**src/rtl/audio_pkg.sv**
```systemverilog
// audio_pkg: shared types and constants for the audio level reader.
//   state_e      - reader FSM state encoding
//   SAMPLE_W     - codec sample width (signed two's complement)
//   MAG_W        - saturated magnitude width
//   LEVEL_W      - reported level width (top bits of the peak magnitude)
//   DEF_*        - default window length and loud thresholds
//   mix_mag()    - average of two magnitudes without overflow
package audio_pkg;

  typedef enum logic [1:0] {
    ST_WAIT = 2'd0,
    ST_ACK  = 2'd1,
    ST_PROC = 2'd2
  } state_e;

  localparam int SAMPLE_W = 28;
  localparam int MAG_W    = 27;
  localparam int LEVEL_W  = 8;

  localparam int DEF_WINDOW    = 1024;
  localparam int DEF_THRESH_HI = 96;
  localparam int DEF_THRESH_LO = 64;

  // The sum is formed one bit wider than a magnitude so it cannot wrap;
  // dropping the LSB brings the average back to MAG_W bits exactly.
  function automatic logic [MAG_W-1:0] mix_mag(input logic [MAG_W-1:0] mag_a,
                                               input logic [MAG_W-1:0] mag_b);
    logic [MAG_W:0] sum;
    sum = {1'b0, mag_a} + {1'b0, mag_b};
    return sum[MAG_W:1];
  endfunction

endpackage

```
**src/rtl/audio_level_reader_if.sv**
```systemverilog
// audio_level_reader_if: codec ADC FIFO read handshake.
//   read_ready      - codec FIFO holds a sample
//   readdata_left   - signed left sample, valid while read_ready=1
//   readdata_right  - signed right sample, valid while read_ready=1
//   read            - one-cycle pop strobe from the reader
// Modports: master = level reader (issues read), slave = codec side.
interface audio_level_reader_if;
  import audio_pkg::*;

  logic                read_ready;
  logic [SAMPLE_W-1:0] readdata_left;
  logic [SAMPLE_W-1:0] readdata_right;
  logic                read;

  modport master (
    input  read_ready,
    input  readdata_left,
    input  readdata_right,
    output read
  );

  modport slave (
    output read_ready,
    output readdata_left,
    output readdata_right,
    input  read
  );

endinterface

```
**src/rtl/audio_level_reader_abs_sat.sv**
```systemverilog
// abs_sat: combinational saturated magnitude of a signed sample.
//   x   - SAMPLE_W-bit signed two's-complement input
//   mag - MAG_W-bit magnitude; the most negative input saturates to all ones
module abs_sat
  import audio_pkg::*;
(
  input  logic [SAMPLE_W-1:0] x,
  output logic [MAG_W-1:0]    mag
);

  localparam logic [SAMPLE_W-1:0] MOST_NEG = {1'b1, {MAG_W{1'b0}}};

  always_comb begin
    mag = x[MAG_W-1:0];
    if (x[SAMPLE_W-1]) begin
      // -2^(SAMPLE_W-1) has no positive counterpart in MAG_W bits.
      if (x == MOST_NEG) begin
        mag = {MAG_W{1'b1}};
      end else begin
        mag = MAG_W'(-x);
      end
    end
  end

endmodule

```
**src/rtl/audio_level_reader.sv**
```systemverilog
// audio_level_reader: pops stereo samples from a codec ADC FIFO, tracks the
// peak of the averaged channel magnitudes over WINDOW samples and reports it
// as an 8-bit level with a hysteresis-filtered loud flag.
//   clk         - system clock, rising edge
//   resetn      - asynchronous active-low reset
//   enable      - allow new reads; an in-flight sample always completes
//   codec       - FIFO read handshake (master side)
//   level       - peak magnitude [26:19] of the last completed window
//   level_valid - one-cycle pulse when level updates
//   loud        - set at level >= THRESH_HI, cleared at level < THRESH_LO
//
// state | meaning
// WAIT  | idle; on enable & read_ready capture both channels, raise read
// ACK   | read high for this cycle only; captured data stable
// PROC  | fold the captured sample into peak/counter, close window if due
module audio_level_reader
  import audio_pkg::*;
#(
  parameter int WINDOW    = DEF_WINDOW,
  parameter int THRESH_HI = DEF_THRESH_HI,
  parameter int THRESH_LO = DEF_THRESH_LO
) (
  input  logic                 clk,
  input  logic                 resetn,
  input  logic                 enable,
  audio_level_reader_if.master codec,
  output logic [LEVEL_W-1:0]   level,
  output logic                 level_valid,
  output logic                 loud
);

  localparam int                 CNT_W    = $clog2(WINDOW);
  localparam logic [CNT_W-1:0]   CNT_LAST = CNT_W'(WINDOW - 1);
  localparam logic [LEVEL_W-1:0] HI_LVL   = LEVEL_W'(THRESH_HI);
  localparam logic [LEVEL_W-1:0] LO_LVL   = LEVEL_W'(THRESH_LO);

  state_e              state_q, state_d;
  logic [SAMPLE_W-1:0] cap_l_q, cap_l_d;
  logic [SAMPLE_W-1:0] cap_r_q, cap_r_d;
  logic                read_q, read_d;
  logic [CNT_W-1:0]    cnt_q, cnt_d;
  logic [MAG_W-1:0]    peak_q, peak_d;
  logic [LEVEL_W-1:0]  level_q, level_d;
  logic                level_valid_q, level_valid_d;
  logic                loud_q, loud_d;

  logic [MAG_W-1:0]    mag_l, mag_r;
  logic [MAG_W-1:0]    mix;
  logic [MAG_W-1:0]    peak_new;
  logic                take;

  abs_sat u_abs_l (.x(cap_l_q), .mag(mag_l));
  abs_sat u_abs_r (.x(cap_r_q), .mag(mag_r));

  assign mix      = mix_mag(mag_l, mag_r);
  assign peak_new = (mix > peak_q) ? mix : peak_q;
  assign take     = enable && codec.read_ready;

  // State register (all flops share the asynchronous clear).
  always_ff @(posedge clk or negedge resetn) begin
    if (!resetn) begin
      state_q       <= ST_WAIT;
      cap_l_q       <= '0;
      cap_r_q       <= '0;
      read_q        <= 1'b0;
      cnt_q         <= '0;
      peak_q        <= '0;
      level_q       <= '0;
      level_valid_q <= 1'b0;
      loud_q        <= 1'b0;
    end else begin
      state_q       <= state_d;
      cap_l_q       <= cap_l_d;
      cap_r_q       <= cap_r_d;
      read_q        <= read_d;
      cnt_q         <= cnt_d;
      peak_q        <= peak_d;
      level_q       <= level_d;
      level_valid_q <= level_valid_d;
      loud_q        <= loud_d;
    end
  end

  // Next-state logic. ACK and PROC advance unconditionally so a dropped
  // enable or read_ready never strands a sample half-processed.
  always_comb begin
    state_d = state_q;
    case (state_q)
      ST_WAIT: if (take) state_d = ST_ACK;
      ST_ACK:  state_d = ST_PROC;
      ST_PROC: state_d = ST_WAIT;
      default: state_d = ST_WAIT;
    endcase
  end

  // Output / datapath logic.
  always_comb begin
    cap_l_d       = cap_l_q;
    cap_r_d       = cap_r_q;
    read_d        = 1'b0;
    cnt_d         = cnt_q;
    peak_d        = peak_q;
    level_d       = level_q;
    level_valid_d = 1'b0;
    loud_d        = loud_q;

    case (state_q)
      ST_WAIT: begin
        if (take) begin
          cap_l_d = codec.readdata_left;
          cap_r_d = codec.readdata_right;
          read_d  = 1'b1;
        end
      end
      ST_PROC: begin
        if (cnt_q == CNT_LAST) begin
          level_d       = peak_new[MAG_W-1 -: LEVEL_W];
          level_valid_d = 1'b1;
          peak_d        = '0;
          cnt_d         = '0;
          // Between the two thresholds the previous decision stands.
          if (level_d >= HI_LVL) begin
            loud_d = 1'b1;
          end else if (level_d < LO_LVL) begin
            loud_d = 1'b0;
          end
        end else begin
          peak_d = peak_new;
          cnt_d  = cnt_q + CNT_W'(1);
        end
      end
      default: ;
    endcase
  end

  assign codec.read  = read_q;
  assign level       = level_q;
  assign level_valid = level_valid_q;
  assign loud        = loud_q;

endmodule

```
**src/flat_wrapper.sv**
```systemverilog
// flat-port wrapper written by rule: the top's interface ports become plain ports
module audio_level_reader_flat import audio_pkg::*;
#(
  parameter int WINDOW    = DEF_WINDOW,
  parameter int THRESH_HI = DEF_THRESH_HI,
  parameter int THRESH_LO = DEF_THRESH_LO
)
  (clk, resetn, enable, level, level_valid, loud, codec_read_ready, codec_readdata_left, codec_readdata_right, codec_read);
  audio_level_reader_if codec_i ();
  input  logic clk;
  input  logic resetn;
  input  logic enable;
  output logic [LEVEL_W-1:0] level;
  output logic level_valid;
  output logic loud;
  input wire logic [$bits(codec_i.read_ready)-1:0] codec_read_ready;
  input wire logic [$bits(codec_i.readdata_left)-1:0] codec_readdata_left;
  input wire logic [$bits(codec_i.readdata_right)-1:0] codec_readdata_right;
  output wire logic [$bits(codec_i.read)-1:0] codec_read;
  assign codec_i.read_ready = codec_read_ready;
  assign codec_i.readdata_left = codec_readdata_left;
  assign codec_i.readdata_right = codec_readdata_right;
  assign codec_read = codec_i.read;
  audio_level_reader #(.WINDOW(WINDOW), .THRESH_HI(THRESH_HI), .THRESH_LO(THRESH_LO)) u_core (.clk(clk), .resetn(resetn), .enable(enable), .codec(codec_i), .level(level), .level_valid(level_valid), .loud(loud));
endmodule
```
**config.mk**
```make
export PLATFORM = sky130hd
export DESIGN_NAME = audio_level_reader_flat
export DESIGN_NICKNAME = d
export VERILOG_FILES = /design/src/rtl/audio_pkg.sv /design/src/rtl/audio_level_reader_if.sv /design/src/rtl/audio_level_reader_abs_sat.sv /design/src/rtl/audio_level_reader.sv /design/src/flat_wrapper.sv
export SDC_FILE = /design/constraint.sdc
export NUM_CORES = 1
export LEC_CHECK = 0
export ABC_AREA = 1
export CAP_MARGIN = 20
export CORE_ASPECT_RATIO = 0.5
export CORE_UTILIZATION = 50
export CTS_BUF_LIST = sky130_fd_sc_hd__clkbuf_4
export CTS_CLUSTER_SIZE = 8
export DETAILED_ROUTE_END_ITERATION = 8
export PLACE_DENSITY_LB_ADDON = 0.08
export SYNTH_ARGS = -nofsm -noshare
export SYNTH_HDL_FRONTEND = slang
export SYNTH_SLANG_ARGS = --single-unit
```
**constraint.sdc**
```tcl
create_clock -name clk -period 4.4 [get_ports clk]
set_input_delay 0.88 -clock clk [delete_from_list [all_inputs] [get_ports clk]]
set_output_delay 0.88 -clock clk [all_outputs]
set_load 0.01 [all_outputs]
```
**Word-level counts from Yosys, hierarchy flattened**

Cells that the tools add are included.

- Output and inout port bits: 11
- Flip-flop bits (word level): 106
- Logic and storage cells: 46
- Bits of input ports: 60

- Magnitude comparators: 3
- Equality and inequality tests: 6
- $add $sub $neg: 4
- Mux-type cells: 15
- Reduce and logical (&&, ||, !) cells: 8

Operator list:

| kind | count |
|---|---|
| $mux W27 | 6 |
| $eq A28 B28 Y1 const B | 2 |
| $neg A27 Y27 | 2 |
| $add A27 B27 Y28 | 1 |
| $gt A27 B27 Y1 | 1 |
| $add A10 B1 Y10 const B | 1 |
| $eq A10 B10 Y1 const B | 1 |
| $mux W10 | 1 |
| $ge A8 B7 Y1 const B | 1 |
| $lt A8 B7 Y1 const B | 1 |
| $mux W1 | 6 |
| $reduce_and A2 Y1 | 3 |
| $pmux W2 S2 | 1 |
| $reduce_bool A2 Y1 | 2 |
| $reduce_and A3 Y1 | 1 |
| $eq A2 B1 Y1 const B | 1 |
| $eq A2 B2 Y1 const B | 1 |
| $logic_not A2 Y1 | 1 |
| $mux W2 | 1 |
| $ne A2 B1 Y1 const B | 1 |
| $logic_and A1 B1 Y1 | 1 |

**Longest topological paths before layout**

Gate-level depths: netlist (run 1).

- Word-level depth: 9
- Gate-level depth with buffers: 37
- Mapped depth without buffers: 37

**Modules after synthesis**

Synthesis (run 1) repeated with hierarchy kept, for this count alone.

- Cells, all modules: 1310
- Area, all modules: 8782.2 sq um

By module, submodules not included:

| module | area an instance (sq um) | cells each | seq. area each (sq um) | instances |
|---|---|---|---|---|
| audio_level_reader | 6756.5 | 903 | 2652.5 | 1 |
| abs_sat at u_core.u_abs_r | 1062.3 | 208 | 0.0 | 1 |
| abs_sat at u_core.u_abs_l | 963.4 | 199 | 0.0 | 1 |

**Worst setup path before layout (run 1)**

OpenSTA, ideal clock, no wires.

- Kind: flip-flop to flip-flop
- From: register u_core.cap_l_q[0]
- To: register u_core.peak_q[16]
- Period minus slack after synthesis: 4.625 ns
- Library setup time: 0.132 ns
- Path buffers: 1
- Path slack: -0.225 ns
- Required time: 4.268 ns
- Stages on the path, launching flop included: 31
- Arrival time: 4.493 ns
- Cell sequence: dfrtp_1 -> inv_1 -> ha_1 -> nand2_1 -> nor2_2 -> nand2_2 -> nor2_4 -> inv_2 -> nor2_1 -> inv_1 -> o21ai_1 -> inv_1 -> a21oi_1 -> or2_2 -> nand3_1 -> ha_1 -> a21oi_1 -> nor3_1 -> a2111oi_0 -> nand2_1 -> ha_1 -> nand2_1 -> nor2_1 -> nand4_1 -> inv_1 -> nand3_1 -> a21boi_4 -> inv_2 -> o21ai_4 -> buf_6 -> o22ai_1

- Longest elaborated chain between the ends: 7
- Elaborated cells on any way between the ends: 10
- Those cells by class: 2 x add/sub; 1 x order compare; 1 x eq/ne; 4 x mux; 2 x reduce/logical

RTL lines:

| item | RTL line | source |
|---|---|---|
| start, declared | audio_level_reader.sv:38 | `logic [SAMPLE_W-1:0] cap_l_q, cap_l_d;` |
| start signal, assigned | audio_level_reader.sv:73 | `cap_l_q <= cap_l_d;` |
| $neg A27 Y27 or $eq A28 B28 Y1 (tied branches) | audio_level_reader_abs_sat.sv:20, audio_level_reader_abs_sat.sv:17 |  |
| $mux W27 | audio_level_reader_abs_sat.sv:17 | `if (x == MOST_NEG) begin` |
| $mux W27 (*) | audio_level_reader_abs_sat.sv:15 | `if (x[SAMPLE_W-1]) begin` |
| $add A27 B27 Y28 (*) | audio_pkg.sv:29 | `sum = {1'b0, mag_a} + {1'b0, mag_b};` |
| $gt A27 B27 Y1 | audio_level_reader.sv:56 | `assign peak_new = (mix > peak_q) ? mix : peak_q;` |
| $reduce_bool A2 Y1 (no source line) | n/a |  |
| $reduce_and A2 Y1 (no source line) | n/a |  |
| end signal, assigned | audio_level_reader.sv:77 | `peak_q <= peak_d;` |
| end, declared | audio_level_reader.sv:42 | `logic [MAG_W-1:0] peak_q, peak_d;` |

Mark *: on every way between the ends. The rest lies on a longest branch, timed or not. The select of a mux whose other input is x is not followed.
A chain may end at the register's enable or synchronous reset.

**Final worst setup path (run 1)**

- From: register u_core.cap_l_q[1]
- To: register u_core.loud_q (netlist: u_core.loud)

- Longest elaborated chain between the ends: 9
- Elaborated cells on any way between the ends: 12
- Those cells by class: 2 x add/sub; 3 x order compare; 1 x eq/ne; 4 x mux; 2 x reduce/logical

RTL lines:

| item | RTL line | source |
|---|---|---|
| $neg A27 Y27 or $eq A28 B28 Y1 (tied branches) | audio_level_reader_abs_sat.sv:20, audio_level_reader_abs_sat.sv:17 |  |
| $mux W27 | audio_level_reader_abs_sat.sv:17 |  |
| $mux W27 (*) | audio_level_reader_abs_sat.sv:15 |  |
| $add A27 B27 Y28 (*) | audio_pkg.sv:29 |  |
| $gt A27 B27 Y1 | audio_level_reader.sv:56 |  |
| $mux W27 (*) | audio_level_reader.sv:56 |  |
| $lt A8 B7 Y1 or $ge A8 B7 Y1 (tied branches) | audio_level_reader.sv:124, audio_level_reader.sv:122 |  |
| $reduce_bool A2 Y1 (no source line) | n/a |  |
| $reduce_and A3 Y1 (no source line) | n/a |  |
| end signal, assigned | audio_level_reader.sv:80 | `loud_q <= loud_d;` |
| end, declared | audio_level_reader.sv:45 | `logic loud_q, loud_d;` |

Marked as above.

==> results of run 1 <==
==> worst register-to-register path, delay by kind of cell (launching register included) <==
kind | cells | cell delay (ns)
xor+xnor | 1 | 0.18
flops | 1 | 0.43
fa+ha+maj | 2 | 0.60
compound gates | 2 | 0.35
buf+inv | 6 | 0.56
simple gates | 21 | 2.85
==> state kept, by name, summed over array words and instances, names as in the netlist <==
name and count:
u_core.level 8, u_core.state_q 2, u_core.peak_q 27, u_core.loud 1, u_core.codec.read 1, u_core.level_valid 1, u_core.cap_l_q 28, u_core.cnt_q 10
u_core.cap_r_q 28
==> power by group <==
| group | switching (W) | internal [W] |
|---|---|---|
| logic | 0.00343 | 0.00308 |
| registers | 0.000120 | 0.00120 |
| clock network | 0.000350 | 0.000190 |
| total | 0.00390 | 0.00447 |
==> final cells by class <==
cell class / count / share of cell area [%]
clock inverters: 5 / 0.539
inverters: 173 / 5.54
diodes: 2 / 0.0423
multi-input cells: 853 / 45.3
clock buffers: 11 / 0.698
well taps: 204 / 2.16
flip-flops and latches: 106 / 22.4
repair inverters: 1 / 0.0423
repair buffers: 330 / 23.3
==> how the worst max path moves through the flow <==
stage | start | endpoint | slack [ns]
after floorplan | u_core.cap_r_q[2]$_DFFE_PN0P_ | u_core.peak_q[16]$_DFFE_PN0P_ | -0.03
after global routing | u_core.cap_l_q[1]$_DFFE_PN0P_ | u_core.loud$_DFFE_PN0P_ | -0.96
after global placement | u_core.cap_r_q[2]$_DFFE_PN0P_ | u_core.peak_q[19]$_DFFE_PN0P_ | -0.60
final | u_core.cap_l_q[1]$_DFFE_PN0P_ | u_core.loud$_DFFE_PN0P_ | -0.66
after CTS | u_core.cap_r_q[2]$_DFFE_PN0P_ | u_core.peak_q[7]$_DFFE_PN0P_ | -0.51
after detailed placement | u_core.cap_r_q[2]$_DFFE_PN0P_ | u_core.peak_q[19]$_DFFE_PN0P_ | -0.59
==> cell usage in the layout (no fill, tap or decap), drive strengths merged <==
cell           instances
a2111oi                1
a211oi                 1
a21boi                 5
a21o                   2
a21oi                 58
a221oi                 1
a22o                   1
a22oi                  1
a31o                   1
a31oi                  4
and2                   2
buf                  260
bufinv                 1
clkbuf                12
clkdlybuf4s50         69
clkinv                 6
clkinvlp               1
dfrtp                106
diode                  2
fa                     1
ha                    56
inv                  171
nand2                291
nand3                109
nand3b                 3
nand4                 10
nor2                  92
nor3                  20
nor3b                  1
nor4                   6
o211ai                 1
o21a                   4
o21ai                131
o21bai                 6
o22ai                 11
o31ai                  3
or2                    6
xnor2                  4
xor2                  21
==> stage by stage <==
stage,hold WS [ns],total power [W]
6_report,0.208,0.00837
5_1_grt,0.196,0.00905
4_1_cts,0.201,0.00752
3_5_place_dp,0.468,0.00648
3_3_place_gp,0.461,0.00635
2_1_floorplan,0.429,0.00424
==> routing by layer <==
layer,up-vias,GRT usage (%),routed length (um),share of wire [%]
met2,260,44.9,10800,44
met1,4092,43.4,12300,50
met3,26,4.57,1250,5.1
met4,0,5.37,269,1.1
li1,4422,-,-,-
met5,-,0,0,0
==> what timing repair did <==
item,4_1_cts,5_1_grt
gates cloned,1,3
setup endpoints to repair,36,36
hold buffers,0,0
buffers inserted,13,22
gates resized for setup,70,125
pin swaps,11,48
==> cells by family after synthesis <==
logic type	Yosys count	share of synthesized area (%)
compound gates	231	15.9
xor+xnor	25	2.82
fa+ha+maj	57	8.99
buf+inv	198	9.39
flops	106	33.1
simple gates	540	29.8
==> key figures, run 1 <==
Detailed routing
  • WL/cell: around 15 um
  • Final WL: roughly 25 mm
  • Antenna-violating nets left: 0
  • Pre-antenna DRT Iters: 6
  • Initial DRC Count: 521
  • Via/cell ratio: 5.22
  • Remaining DRCs: 0
  • Vias: 8800

CTS
  • TritonCTS clock tree: built
  • Clk sinks: 106
  • Reg clk slew, reported paths: between 0.15 and 0.2 ns
  • Number of CTS-inserted buffers: 9
  • Worst skew pair latency: about 0.54 ns
  • Root Driver: clkbuf_4
  • Clock buffer depth: 2
  • H-tree depth: 3

Place
  • Gp weighted congestion: about 0.95
  • Placed Cells: 1629
  • PortBufs: 70
  • DP HPWL: between 15 and 20 mm
  • DP Worst Slack: -0.593 ns
  • Placed cell area: approximately 11000 um2

Timing
  • Hold Vio Cnt, Final: 0
  • Achievable Freq: 0.198 GHz
  • Clock skew: 0.0218 ns
  • RSZ-0062 raised after global routing: yes
  • Final-report max-slew violation count: 0
  • Fin crit period: just over 5 ns
  • Final Worst Setup Slack: -0.662 ns
  • Setup Viol. Count Final: 36
  • Final period util: 115%
  • Worst-Margin Slew: about 0.64 ns
  • Slew margin rel.: ~57%
  • Setup TNS: -21.31 ns

Final layout
  • Filler cells: about 1.2k
  • Nets: roughly 1.6k
  • Final std cell area, no fill: about 12000 um2
  • Area of the multi-input gates: between 5000 and 6000 um2
  • Share of cells above drive strength 1: 31.6%
  • FF+latch area: about 2700 um2
  • Fin cells: 1685
  • Fin util: between 70% and 80%
  • Area grow syn2layout: 47.6%

Worst setup path
  • WP buf/inv: 6
  • Critical Path RT: about 4.8 ns
  • Worst path arrival time: 5.50 ns
  • Crit Reg-Reg Startpoint: u_core.cap_l_q[1]$_DFFE_PN0P_
  • WS Path Type: flop to flop
  • CP startpoint kind: flop
  • Setup crit end kind: flop
  • FF-to-FF End: u_core.loud$_DFFE_PN0P_
  • R2R depth: 32
  • Crit-path max FO: 4
  • Largest delay share family, worst path: simple AND/OR/NAND/NOR gates
  • Stages on the worst setup path: 32
  • CP max-delay cell: dfrtp_1
  • CP max stage delay: roughly 0.43 ns
  • Reg-to-reg slack, setup: -0.66 ns

Logic synthesis
  • Yosys warns: 0
  • Area fraction of the dominant cell type after synthesis: 33.1%
  • Dominant synthesized flop cell: dfrtp_1
  • Syn avg cell area: 6.93 um2
  • Distinct cells, synth: 50
  • Syn_nets: about 1.3k
  • Asr flop ratio synth: between 90% and 100%
  • Synthesized cell area: about 8000 um2
  • Post-synth EDFFs: 0
  • Yosys reg bits: 106
  • Post-Synthesis Cells: 1157
  • Largest cells by area after synthesis: dfrtp_1 (33%), nand2_1 (13%), ha_1 (8.7%)
  • Count leader, synth: nand2_1
  • Area leader, netlist: dfrtp_1
  • Sequential area share after synthesis: roughly a third
  • Post-synth top cells: nand2_1 (276), inv_1 (165), o21ai_0 (124)

Global route
  • Total grt overflow: 0
  • Total GRT Usage: slightly below 30%
  • First-pass GRT wire length: around 38 mm
  • Largest net degree at the start of global routing: about 110
  • Initial antenna violation count: 1
  • Vias in the first global route: 8014

Floorplan
  • Die Ht: about 90 um
  • Initial Util: approximately half
  • IO Pins: 71
  • Die area: around 17000 um2
  • Core area: ~16000 um2
  • # rows: 32
  • Die width: roughly 180 um

Power
  • IR drop worst, VDD: between 0.4 and 0.5 mV
  • Pleak: just under 6 nW
  • P per Cell Area: between 700 and 800 nW/um2

Status
  • Failing checks: negative setup slack
  • Outcome: complete, but fails checks

Hold path
  • Worst Hold Class: input pin to async pin

Run
  • # Max-Cap Violations: 0
Note: power is estimated with default switching activity, not from simulation.
==> run 2: changes to the inputs <==
--- a/config.mk
+++ b/config.mk
@@ -12,7 +12,7 @@
 export CTS_BUF_LIST = sky130_fd_sc_hd__clkbuf_4
 export CTS_CLUSTER_SIZE = 8
 export DETAILED_ROUTE_END_ITERATION = 8
-export PLACE_DENSITY_LB_ADDON = 0.08
+export PLACE_DENSITY = 0.73
 export SYNTH_ARGS = -nofsm -noshare
 export SYNTH_HDL_FRONTEND = slang
 export SYNTH_SLANG_ARGS = --single-unit
==> run 2 against run 1 <==
Against the previous run:
- the run still ends with negative setup slack left
- routed wire length increased by 8.4%
- register-to-register slack improved by 0.03 ns
- maximum frequency increased by 0.64%
- clock-buffer cell count decreased by 1
- flip-flop and latch count unchanged
- highest routed layer unchanged
==> key figures, run 2 (synthesized netlist as in run 1, its figures left out) <==
CTS
  • Worst skew pair latency: between 0.5 and 0.6 ns
  • Root Driver: clkbuf_4
  • H-tree depth: 3
  • TritonCTS clock tree: built
  • Clock buffer depth: 2
  • Clk sinks: 106
  • Quantity of hold-fixing buffers added after cts: 0
  • Reg clk slew, reported paths: roughly 0.18 ns
  • Number of CTS-inserted buffers: 9

Detailed routing
  • Pre-antenna DRT Iters: 6
  • Initial DRC Count: ~900
  • Vias: 9175
  • Remaining DRCs: 0
  • Via/cell ratio: roughly 5.4
  • WL/cell: 15.7 um
  • Final WL: approximately 27 mm
  • Antenna-violating nets left: 0

Global route
  • Busiest grt layer: met2
  • Met2 usage: a little over half
  • Total GRT Usage: ~32%
  • GR Util met1: around 44%
  • Initial antenna violation count: 1
  • First-pass GRT wire length: between 40 and 50 mm
  • Vias in the first global route: around 8.9k
  • Total grt overflow: 0
  • Largest net degree at the start of global routing: between 100 and 150
  • Met3 GRT Util: about 4.7%

Power
  • Pleak: just under 6 nW
  • Design Power: ~0.0087 W
  • Internal: approximately 0.0046 W
  • IR drop worst, VDD: around 0.37 mV
  • Sw frac: between 40% and 50%
  • Sw Pwr: between 0.004 and 0.005 W
  • Combinational cell fraction of total power: ~79%
  • Flop pwr share: around 15%
  • P per Cell Area: about 720 nW/um2
  • Clock power frac: roughly 6.3%

Worst setup path
  • Crit path top cell by count: nand2_1
  • CP max-delay cell: dfrtp_1
  • Setup crit end kind: flop
  • CP max stage delay: 0.42 ns
  • CP startpoint kind: flop
  • WS Path Type: flop to flop
  • Crit-path max FO: 6
  • Critical Path RT: about 4.8 ns
  • Crit Reg-Reg Startpoint: u_core.cap_r_q[2]$_DFFE_PN0P_
  • Crit. Startpoint: u_core.cap_r_q[2]$_DFFE_PN0P_
  • Worst path arrival time: between 5 and 6 ns

Place
  • DP HPWL: 19.7 mm
  • PortBufs: 70
  • Placed Cells: between 1.5k and 2k
  • Gp weighted congestion: around 0.93
  • Placed cell area: 10800 um2

Floorplan
  • Die Ht: around 92 um
  • Core area: roughly 16000 um2
  • IO Pins: 71
  • # rows: 32
  • Die width: ~180 um
  • Initial Util: approximately 52%
  • Die area: 16600 um2

Timing
  • Final-report max-slew violation count: 0
  • Setup Viol. Count Final: 36
  • Slew margin rel.: roughly three fifths
  • Achievable Freq: 0.199 GHz
  • Final period util: 114%
  • Clock skew: 0.0197 ns
  • Final Worst Setup Slack: -0.630 ns
  • Fin crit period: between 5 and 6 ns
  • Setup TNS: -20.43 ns
  • Hold Vio Cnt, Final: 0
  • RSZ-0062 raised after global routing: yes
  • Worst-Margin Slew: approximately 0.61 ns

Status
  • Failing checks: negative setup slack
  • Outcome: complete, but fails checks

Final layout
  • Fin cells: approximately 1.7k
  • Area grow syn2layout: 50.8%
  • Commonest cells after routing, fill and taps aside: buf_4 (274), nand2_1 (253), inv_1 (152)
  • Final std cell area, no fill: 12100 um2
  • Commonest non-fill, non-tap cell in the layout: buf_4
  • Largest registers: u_core.cap_l_q: 28 flops, u_core.cap_r_q: 28 flops, u_core.peak_q: 27 flops
  • Share of cells above drive strength 1: 33.7%
  • Nets: around 1.6k
  • Fin util: 77.9%

Run
  • # Max-Cap Violations: 0

Hold path
  • Worst Hold Class: input pin to async pin
[run 2: changes by cell type in the layout (fill, tap and decap cells not counted), sizes merged]
cell | previous run | this run
inv | 171 | 173
buf | 260 | 283
clkbuf | 12 | 10
clkinv | 6 | 4
diode | 2 | 1
[run 2: cell type report]
type	instances	area [um2]
fill	1110	3440
timing repair buffer	352	2870
multi-input combinational	853	5530
clock buffer	10	75.1
inverter	173	656
tap	204	255
sequential	106	2650
clock inverter	6	65.1
antenna	1	2.50
[run 2: repair_timing]
| item | 4_1_cts | 5_1_grt |
|---|---|---|
| hold endpoints to repair | 0 | 0 |
| buffers inserted | 30 | 9 |
| gates resized for setup | 146 | 53 |
| pin swaps | 18 | 17 |
| setup endpoints to repair | 36 | 36 |
[run 2: worst paths after layout]
path                                                   to  slack [ns]  cells after the start
setup / recovery              u_core.level[6]$_DFFE_PN0P_       -0.63                     33
hold / removal                u_core.level[0]$_DFFE_PN0P_        0.34                      1
setup reg to reg              u_core.level[6]$_DFFE_PN0P_       -0.63                     33
hold reg to reg             u_core.state_q[0]$_DFFE_PN0P_        0.49                      1
max in group asynchronous  u_core.cap_r_q[26]$_DFFE_PN0P_        3.10                      2
min in group clk            u_core.state_q[0]$_DFFE_PN0P_        0.49                      1
[run 2: per-layer routing]
metal	vias to the layer above	wire [um]
met5	-	0
met4	0	634
met3	65	1740
met2	360	12300
met1	4289	12100
li1	4461	-
[run 2: worst max-delay path, delay by kind of cell, from the launching register on]
family / cells / cell delay, ns
and+or+nand+nor: 20 / 2.48
DFF: 1 / 0.42
adders and majority gates: 2 / 0.62
buffers and inverters: 7 / 0.80
AOI/OAI and AO/OA: 4 / 0.63
[run 2: per-stage QoR]
stage               hold slack (ns)  setup WS, ns
finish                        0.340        -0.630
CTS                           0.349        -0.312
floorplan                     0.429       -0.0316
global placement              0.461        -0.525
detailed placement            0.471        -0.615
global route                  0.369        -0.849
[run 2: power groups by stage]
stage	combinational (W)	sequential, W	clock, W
floorplan	0.00292	0.00132	0
global placement	0.00516	0.00132	0
detailed placement	0.00532	0.00133	0
CTS	0.00631	0.00132	0.000552
global route	0.00739	0.00135	0.000588
finish	0.00682	0.00132	0.000552
